[src/rtl/shift_add_multiplier.sv]
`default_nettype none
// ============================================================================
// Module      : shift_add_multiplier
// Description : Sequential unsigned shift-add multiplier with a start/busy/done
//               handshake. It produces a 2*WIDTH-bit product in WIDTH cycles.
// Revision    : 1.0 - initial release
// ============================================================================
module shift_add_multiplier #(
    parameter int WIDTH = 8
) (
    input  logic                 clk,
    input  logic                 rst,
    input  logic                 start,
    input  logic [WIDTH-1:0]     multiplicand,
    input  logic [WIDTH-1:0]     multiplier,
    output logic                 busy,
    output logic                 done,
    output logic [2*WIDTH-1:0]   product
);

    localparam int              CW     = $clog2(WIDTH) + 1;
    localparam logic [CW-1:0]   C_LAST = CW'(WIDTH - 1);

    localparam logic [1:0] S_IDLE = 2'd0;
    localparam logic [1:0] S_RUN  = 2'd1;
    localparam logic [1:0] S_DONE = 2'd2;

    logic [1:0]       r_state;
    logic [1:0]       w_next_state;
    logic [WIDTH-1:0] r_a;
    logic [WIDTH-1:0] r_q;
    logic [WIDTH-1:0] r_acc;
    logic [CW-1:0]    r_count;

    logic [WIDTH-1:0] w_addend;
    logic [WIDTH-1:0] w_sum;
    logic             w_carry;
    logic [WIDTH-1:0] w_acc_next;
    logic [WIDTH-1:0] w_q_next;
    logic             w_last;
    logic             w_accept;

    // Adder stage: carry-out is shifted into the accumulator MSB so full-scale
    // products are exact.
    assign w_addend           = r_q[0] ? r_a : '0;
    assign {w_carry, w_sum}   = {1'b0, r_acc} + {1'b0, w_addend};
    assign w_acc_next         = {w_carry, w_sum[WIDTH-1:1]};
    assign w_q_next           = {w_sum[0], r_q[WIDTH-1:1]};
    assign w_last             = (r_count == C_LAST);
    assign w_accept           = start && ((r_state == S_IDLE) || (r_state == S_DONE));

    always_ff @(posedge clk) begin
        if (rst) begin
            r_state <= S_IDLE;
        end else begin
            r_state <= w_next_state;
        end
    end

    always_comb begin
        w_next_state = r_state;
        case (r_state)
            S_IDLE:  if (start) w_next_state = S_RUN;
            S_RUN:   if (w_last) w_next_state = S_DONE;
            S_DONE:  w_next_state = start ? S_RUN : S_IDLE;
            default: w_next_state = S_IDLE;
        endcase
    end

    always_ff @(posedge clk) begin
        if (rst) begin
            r_a     <= '0;
            r_q     <= '0;
            r_acc   <= '0;
            r_count <= '0;
            product <= '0;
        end else if (w_accept) begin
            r_a     <= multiplicand;
            r_q     <= multiplier;
            r_acc   <= '0;
            r_count <= '0;
        end else if (r_state == S_RUN) begin
            r_acc   <= w_acc_next;
            r_q     <= w_q_next;
            r_count <= r_count + 1'b1;
            // Product is captured on the final iteration so it is stable in DONE.
            if (w_last) begin
                product <= {w_acc_next, w_q_next};
            end
        end
    end

    assign busy = (r_state == S_RUN);
    assign done = (r_state == S_DONE);

endmodule
`default_nettype wire
[config.mk]
export PLATFORM = sky130hd
export DESIGN_NAME = shift_add_multiplier
export DESIGN_NICKNAME = d
export VERILOG_FILES = /design/src/rtl/shift_add_multiplier.sv
export SDC_FILE = /design/constraint.sdc
export NUM_CORES = 1
export LEC_CHECK = 0
export ABC_AREA = 1
export BUFFER_PORTS_ARGS = -buffer_cell sky130_fd_sc_hd__buf_2
export CAP_MARGIN = 5
export CORE_UTILIZATION = 55
export CTS_CLUSTER_DIAMETER = 200
export CTS_CLUSTER_SIZE = 24
export DETAILED_ROUTE_END_ITERATION = 10
export PLACE_DENSITY = 0.78
export SYNTH_ARGS = -nofsm -noshare
export SYNTH_HDL_FRONTEND = slang
export SYNTH_SLANG_ARGS = --single-unit
[constraint.sdc]
create_clock -name clk -period 2 [get_ports clk]
set_input_delay 0.2 -clock clk [delete_from_list [all_inputs] [get_ports clk]]
set_output_delay 0.2 -clock clk [all_outputs]
set_load 0.1 [all_outputs]
==> impl_metrics.csv, run 1 <==
group,metric,value,unit
status,status,"complete, no violations",
cts,cts_max_level,2,
power_and_ir_drop,powerDensity,714,mW/mm²
grt,antenna_found_initial,0,
timing,drv_slew,0,
die,floorplan.initialDensity,0.585,
logic_synthesis,netlist_instances,298,
worst_setup_path,critical_path_class,"reg2reg",
worst_setup_path,cp-start-kind,"flip-flop",
cells_and_area,fin_util,0.658,
worst_hold_path,worstHoldPathType,"in2reg",
logic_synthesis,synth-seq-area-share,0.421,
logic_synthesis,syn-mean-instance-area,7.34,µm²
cells_and_area,drive_gt1_frac,0.162,
logic_synthesis,ys_ff_latch,46,
logic_synthesis,synth_fp_nets,327,
timing,fmax,0.554,GHz
die,std_cell_rows,22,
run,cap_violations,0,
timing,tightest_slew,0.488,ns
cts,clk_pin_slew,0.08,ns
timing,finalCritPeriodShare,0.903,
grt,grt_pass1_vias,1785,
logic_synthesis,yosysUniqueCellTypes,28,
timing,slew_headroom,0.677,
timing,clock_skew,0.00928,ns
detailed_routing,routed_wl,4.32,mm
grt,grt_usage,0.241,
detailed_routing,wire_per_inst,11.3,µm
detailed_routing,antenna_left,0,
cts,clockRootBuffer,"clkbuf_8",
detailed_routing,first_iter_violations,94,
cts,cts_tree,"done",
worst_setup_path,cp.arrival,2.01,ns
timing,hold_viol_final,0,
die,die_area,0.00423,mm²
detailed_routing,vias_per_cell,5.02,
logic_synthesis,syn_area,0.00219,mm²
detailed_routing,drc_errors,0,
cts,hold_buffers,0,
die,core_area,0.00374,mm²
detailed_routing,routed-via-count,1919,
power_and_ir_drop,power,1.76,mW
cts,cts_made_buffers,5,
grt,grt_overflow,0,
worst_setup_path,cp_max_fo,9,
logic_synthesis,yosysWarnings,0,
timing,rsz0062_at_grt,"false",
worst_setup_path,crit_required,2.20,ns
timing,period_minus_slack,1.81,ns
die,die_y,65.1,µm
power_and_ir_drop,ir_drop,498,µV
grt,grt_pass1_wl,7.85,mm
placement,place_ws,0.177,ns
cells_and_area,final_cells,382,
die,die_width,65.1,µm
placement,dp.cells,374,
cts,insertion_delay,0.29,ns
placement,dpl_cell_area,0.00238,mm²
timing,layout_setup_ws,0.195,ns
timing,setup_tns,0,ns
cells_and_area,area_growth,12.6,%
placement,port_buffers,36,
placement,dpl.hpwl,3.19,mm
cts,cts_buffer_depth,2,
timing,holdWs,0.148,ns
cells_and_area,nets,362,
worst_setup_path,endpoint_kind,"flip-flop",
timing,setup_viol,0,
cts,cts_sinks,46,
cells_and_area,n_antenna_cell,0,
cells_and_area,stdcell_area,0.00246,mm²
power_and_ir_drop,p_leak,1.27,nW
die,io_pins,37,
detailed_routing,firstDrtPassIters,4,
grt,grt_max_degree,31,
placement,gp_congestion,0.857,
-- report_power, final --
group / total, mW / leakage (nW) / switching (mW) / internal, mW
clock network: 0.546 / 0.0452 / 0.300 / 0.247
logic: 0.230 / 0.852 / 0.145 / 0.0849
registers: 0.984 / 0.376 / 0.0248 / 0.959
total: 1.76 / 1.27 / 0.470 / 1.29
-- critical path: stages (launching register included) --
cell and delay, ns:
dfxtp_2 0.36, nand2_1 0.07, inv_1 0.04, ha_1 0.20
fa_1 0.42, nand2_1 0.09, nand2_1 0.11, nand3_1 0.11
nand2_1 0.05, nand2_1 0.08, nand3_1 0.06, nand2_1 0.07
inv_1 0.04
-- cell usage in the layout (no fill, tap or decap), types with 2 or more instances in the layout --
cell type / n
a221oi_1: 7
o211ai_1: 2
clkinv_2: 2
a21oi_1: 19
buf_4: 4
nand2_1: 50
dfxtp_1: 45
nand3b_1: 3
clkbuf_8: 5
nand3_1: 17
nor2_1: 47
inv_1: 45
or2_2: 2
buf_2: 35
ha_1: 9
o21ai_0: 29
-- cell type report --
cell class	instances	area (µm²)
Tap cell	48	60.1
Inverter	46	174
Fill cell	352	1280
Multi-Input combinational cell	194	996
Clock buffer	6	72.6
Timing Repair Buffer	40	225
Sequential cell	46	922
Clock inverter	2	13.8
-- synthesized netlist by cell type --
library cell   n  area [µm²]
nor3_1         1        5.00
buf_4          4        30.0
buf_2          1        5.00
nor2_1        47         176
clkbuf_1       2        7.51
clkbuf_8       2        27.5
nor4_1         1        6.26
or2_2          2        12.5
a221oi_1       7        61.3
nand3_1       17        85.1
buf_6          2        22.5
nand2_4        1        11.3
dfxtp_1       46         921
o21a_1         1        7.51
nand2_1       50         188
o21ai_0       29         145
clkinv_2       1        5.00
fa_1           1        20.0
a21oi_1       19        95.1
ha_1           9         113
nand3b_1       3        22.5
xnor2_1        1        8.76
nor2_2         1        6.26
inv_1         45         169
nand3_2        1        10.0
clkbuf_2       1        5.00
o211ai_1       2        15.0
a211oi_1       1        7.51
-- sequential cells by signal, summed over array words and instances (netlist names) --
| register | cells |
|---|---|
| r_state | 2 |
| r_acc | 8 |
| r_a | 8 |
| r_q | 8 |
| r_count | 4 |
| product | 16 |
-- cells by family (layout without fill, tap and decap cells) --
| group | count (synthesis) | count (layout) | synth area share |
|---|---|---|---|
| compound gates | 59 | 59 | 0.152 |
| xor+xnor | 1 | 1 | 0.00400 |
| fa+ha+maj | 10 | 10 | 0.0606 |
| simple gates | 124 | 124 | 0.239 |
| buf+inv | 58 | 94 | 0.124 |
| flops | 46 | 46 | 0.421 |
-- final timing paths --
check	from	end	slack [ns]	depth (start not counted)
min reg2reg	r_acc[0]	r_acc[0]	0.48	2
max reg2reg	r_q[0]	r_acc[5]	0.19	12
min	multiplicand[6]	r_a[6]	0.15	3
max	r_q[0]	r_acc[5]	0.19	12
-- routing by layer --
| metal | share of wire | routed length [µm] | GRT usage |
|---|---|---|---|
| met1 | 0.51 | 2210 | 0.317 |
| met5 | 0 | 0 | 0 |
| met4 | 0.012 | 51 | 0.0679 |
| met2 | 0.44 | 1920 | 0.391 |
| met3 | 0.032 | 140 | 0.0581 |
-- timing repair --
action | 4_1_cts | 5_1_grt
buffers inserted | 0 | 0
hold endpoints to repair | 0 | 0
setup endpoints to repair | 0 | 1
gates resized for setup | 0 | 1
No activity file was read; power rests on OpenSTA's default activity.
==> run 2, diff against run 1 <==
- BUFFER_PORTS_ARGS: -buffer_cell sky130_fd_sc_hd__buf_2 -> -buffer_cell sky130_fd_sc_hd__buf_4
- clock period: 2 -> 1.67 ns (I/O delays scaled with it)
==> run 2 against run 1 <==
  * Utilization increased by 5.5 points
  * First-iteration DRC count increased by 51%
  * Via count increased by 1.7%
  * Highest routed layer unchanged
  * Final cell count increased by 0.79%
  * Routed wire length increased by 6.5%
  * Worst setup slack got worse by 0.16 ns
  * Global-route usage decreased by 0.88 points
  * Non-clock buffer count increased by 3
  * Clock skew decreased by 0.0049 ns
  * Register-to-register slack got worse by 0.16 ns
==> impl_metrics.csv, run 2 (synthesis results as in run 1) <==
group,metric,value,unit
grt,grt_max_degree,31,
cts,hold_buffers,0,
cells_and_area,area_growth,22.0,%
detailed_routing,antenna_left,0,
cells_and_area,largest_register_ff_count,16,
timing,finalCritPeriodShare,0.977,
cts,cts_buffer_depth,2,
power_and_ir_drop,ir_drop,709,µV
worst_setup_path,critPathSlowestCell,"fa_2",
status,status,"complete, no violations",
cts,clockRootBuffer,"clkbuf_8",
worst_setup_path,crit_required,1.87,ns
cells_and_area,nets,365,
cells_and_area,layout_common_cells,"46 x nor2_1, 45 x nand2_1, 45 x dfxtp_1",
detailed_routing,drc_errors,0,
worst_setup_path,endpoint_kind,"flip-flop",
detailed_routing,firstDrtPassIters,4,
cells_and_area,fill_cells,324,
detailed_routing,first_iter_violations,142,
detailed_routing,routed_wl,4.60,mm
die,die_area,0.00423,mm²
cts,cts_max_level,2,
placement,dp.cells,376,
die,std_cell_rows,22,
grt,grt_pass1_vias,1698,
die,io_pins,37,
worst_setup_path,crit_top_cell,"nand2_2",
detailed_routing,wire_per_inst,11.9,µm
grt,grt_pass1_wl,7.42,mm
worst_setup_path,crit_family,"simple AND/OR/NAND/NOR gates",
timing,slew_headroom,0.693,
placement,dpl.hpwl,3.21,mm
cells_and_area,stdcell_area,0.00267,mm²
timing,clock_skew,0.00439,ns
worst_setup_path,cp_max_fo,8,
timing,setup_tns,0,ns
cells_and_area,n_antenna_cell,0,
cts,clk_pin_slew,0.08,ns
worst_setup_path,critPathMaxStageDelay,0.38,ns
power_and_ir_drop,p_leak,1.30,nW
worst_hold_path,worstHoldPathType,"in2reg",
timing,holdWs,0.114,ns
cells_and_area,layout_commonest_cell,"nor2_1",
timing,tightest_slew,0.460,ns
run,cap_violations,0,
power_and_ir_drop,powerDensity,814,mW/mm²
die,floorplan.initialDensity,0.585,
worst_setup_path,critPathBufInv,2,
grt,antenna_found_initial,0,
timing,fmax,0.613,GHz
grt,grt_usage,0.232,
cts,cts_tree,"done",
timing,setup_viol,0,
timing,drv_slew,0,
timing,period_minus_slack,1.63,ns
timing,layout_setup_ws,0.0376,ns
placement,port_buffers,36,
cells_and_area,drive_gt1_frac,0.217,
cells_and_area,top_register,"product",
timing,rsz0062_at_grt,"true",
cells_and_area,final_cells,385,
cts,cts_sinks,46,
placement,place_ws,-0.0362,ns
cts,cts_made_buffers,5,
cts,insertion_delay,0.30,ns
grt,grt_overflow,0,
detailed_routing,routed-via-count,1951,
die,core_area,0.00374,mm²
timing,hold_viol_final,0,
worst_setup_path,critical_path_class,"reg2reg",
die,die_width,65.1,µm
worst_setup_path,cp.arrival,1.83,ns
detailed_routing,vias_per_cell,5.07,
placement,dpl_cell_area,0.00250,mm²
worst_setup_path,path_cells,"nand2_2 > inv_2 > ha_4 > fa_2 > nand2_2 > nand2_4 > nand3_2 > nand2_2 > nand2_2 > nand3_1 > nand2_1 > inv_1",
worst_setup_path,cp-start-kind,"flip-flop",
die,die_y,65.1,µm
placement,gp_congestion,0.899,
run 2: layer usage:
layer / vias up / track usage / wire length, µm
met4: 0 / 0.0734 / 53
met1: 887 / 0.295 / 2250
met2: 30 / 0.380 / 2150
met3: 7 / 0.0634 / 146
met5: - / 0 / 0
li1: 1027 / - / -
run 2: cell type report:
type                       count  area (µm²)  area share
clock buffer                   7        86.3      0.0323
clock inverter                 1        5.00     0.00188
inverter                      46         174      0.0652
multi-input combinational    194        1070       0.401
sequential                    46         925       0.346
tap                           48        60.1      0.0225
timing repair buffer          43         348       0.130
run 2: tightest hold or removal path, delay by kind of cell:
family	cells	cell delay, ns
AOI/OAI and AO/OA	1	0.07
buffers and inverters	1	0.07
and+or+nand+nor	1	0.07
run 2: timing repair:
item | in CTS | in global routing
setup endpoints to repair | 4 | 11
gates resized for setup | 3 | 17
setup buffers | 0 | 1
pin swaps | 0 | 9
run 2: path summary, 6_finish.rpt:
path / from / endpoint / slack [ns] / cells past startpoint
setup / recovery: r_q[0] / r_acc[5] / 0.04 / 12
hold / removal: multiplicand[7] / r_a[7] / 0.11 / 3
setup reg to reg: r_q[0] / r_acc[5] / 0.04 / 12
hold reg to reg: product[8] / product[8] / 0.47 / 2
run 2: per-stage QoR:
stage / power (mW) / util
2_1_floorplan: 1.41 / -
3_3_place_gp: 1.49 / 0.667
3_5_place_dp: 1.50 / 0.667
4_1_cts: 2.18 / 0.692
5_1_grt: 2.27 / 0.713
6_report: 2.17 / 0.713
run 2: power by group:
group | internal (mW) | switching [mW]
combinational | 0.125 | 0.185
clock | 0.334 | 0.351
sequential | 1.15 | 0.0293
total | 1.61 | 0.565
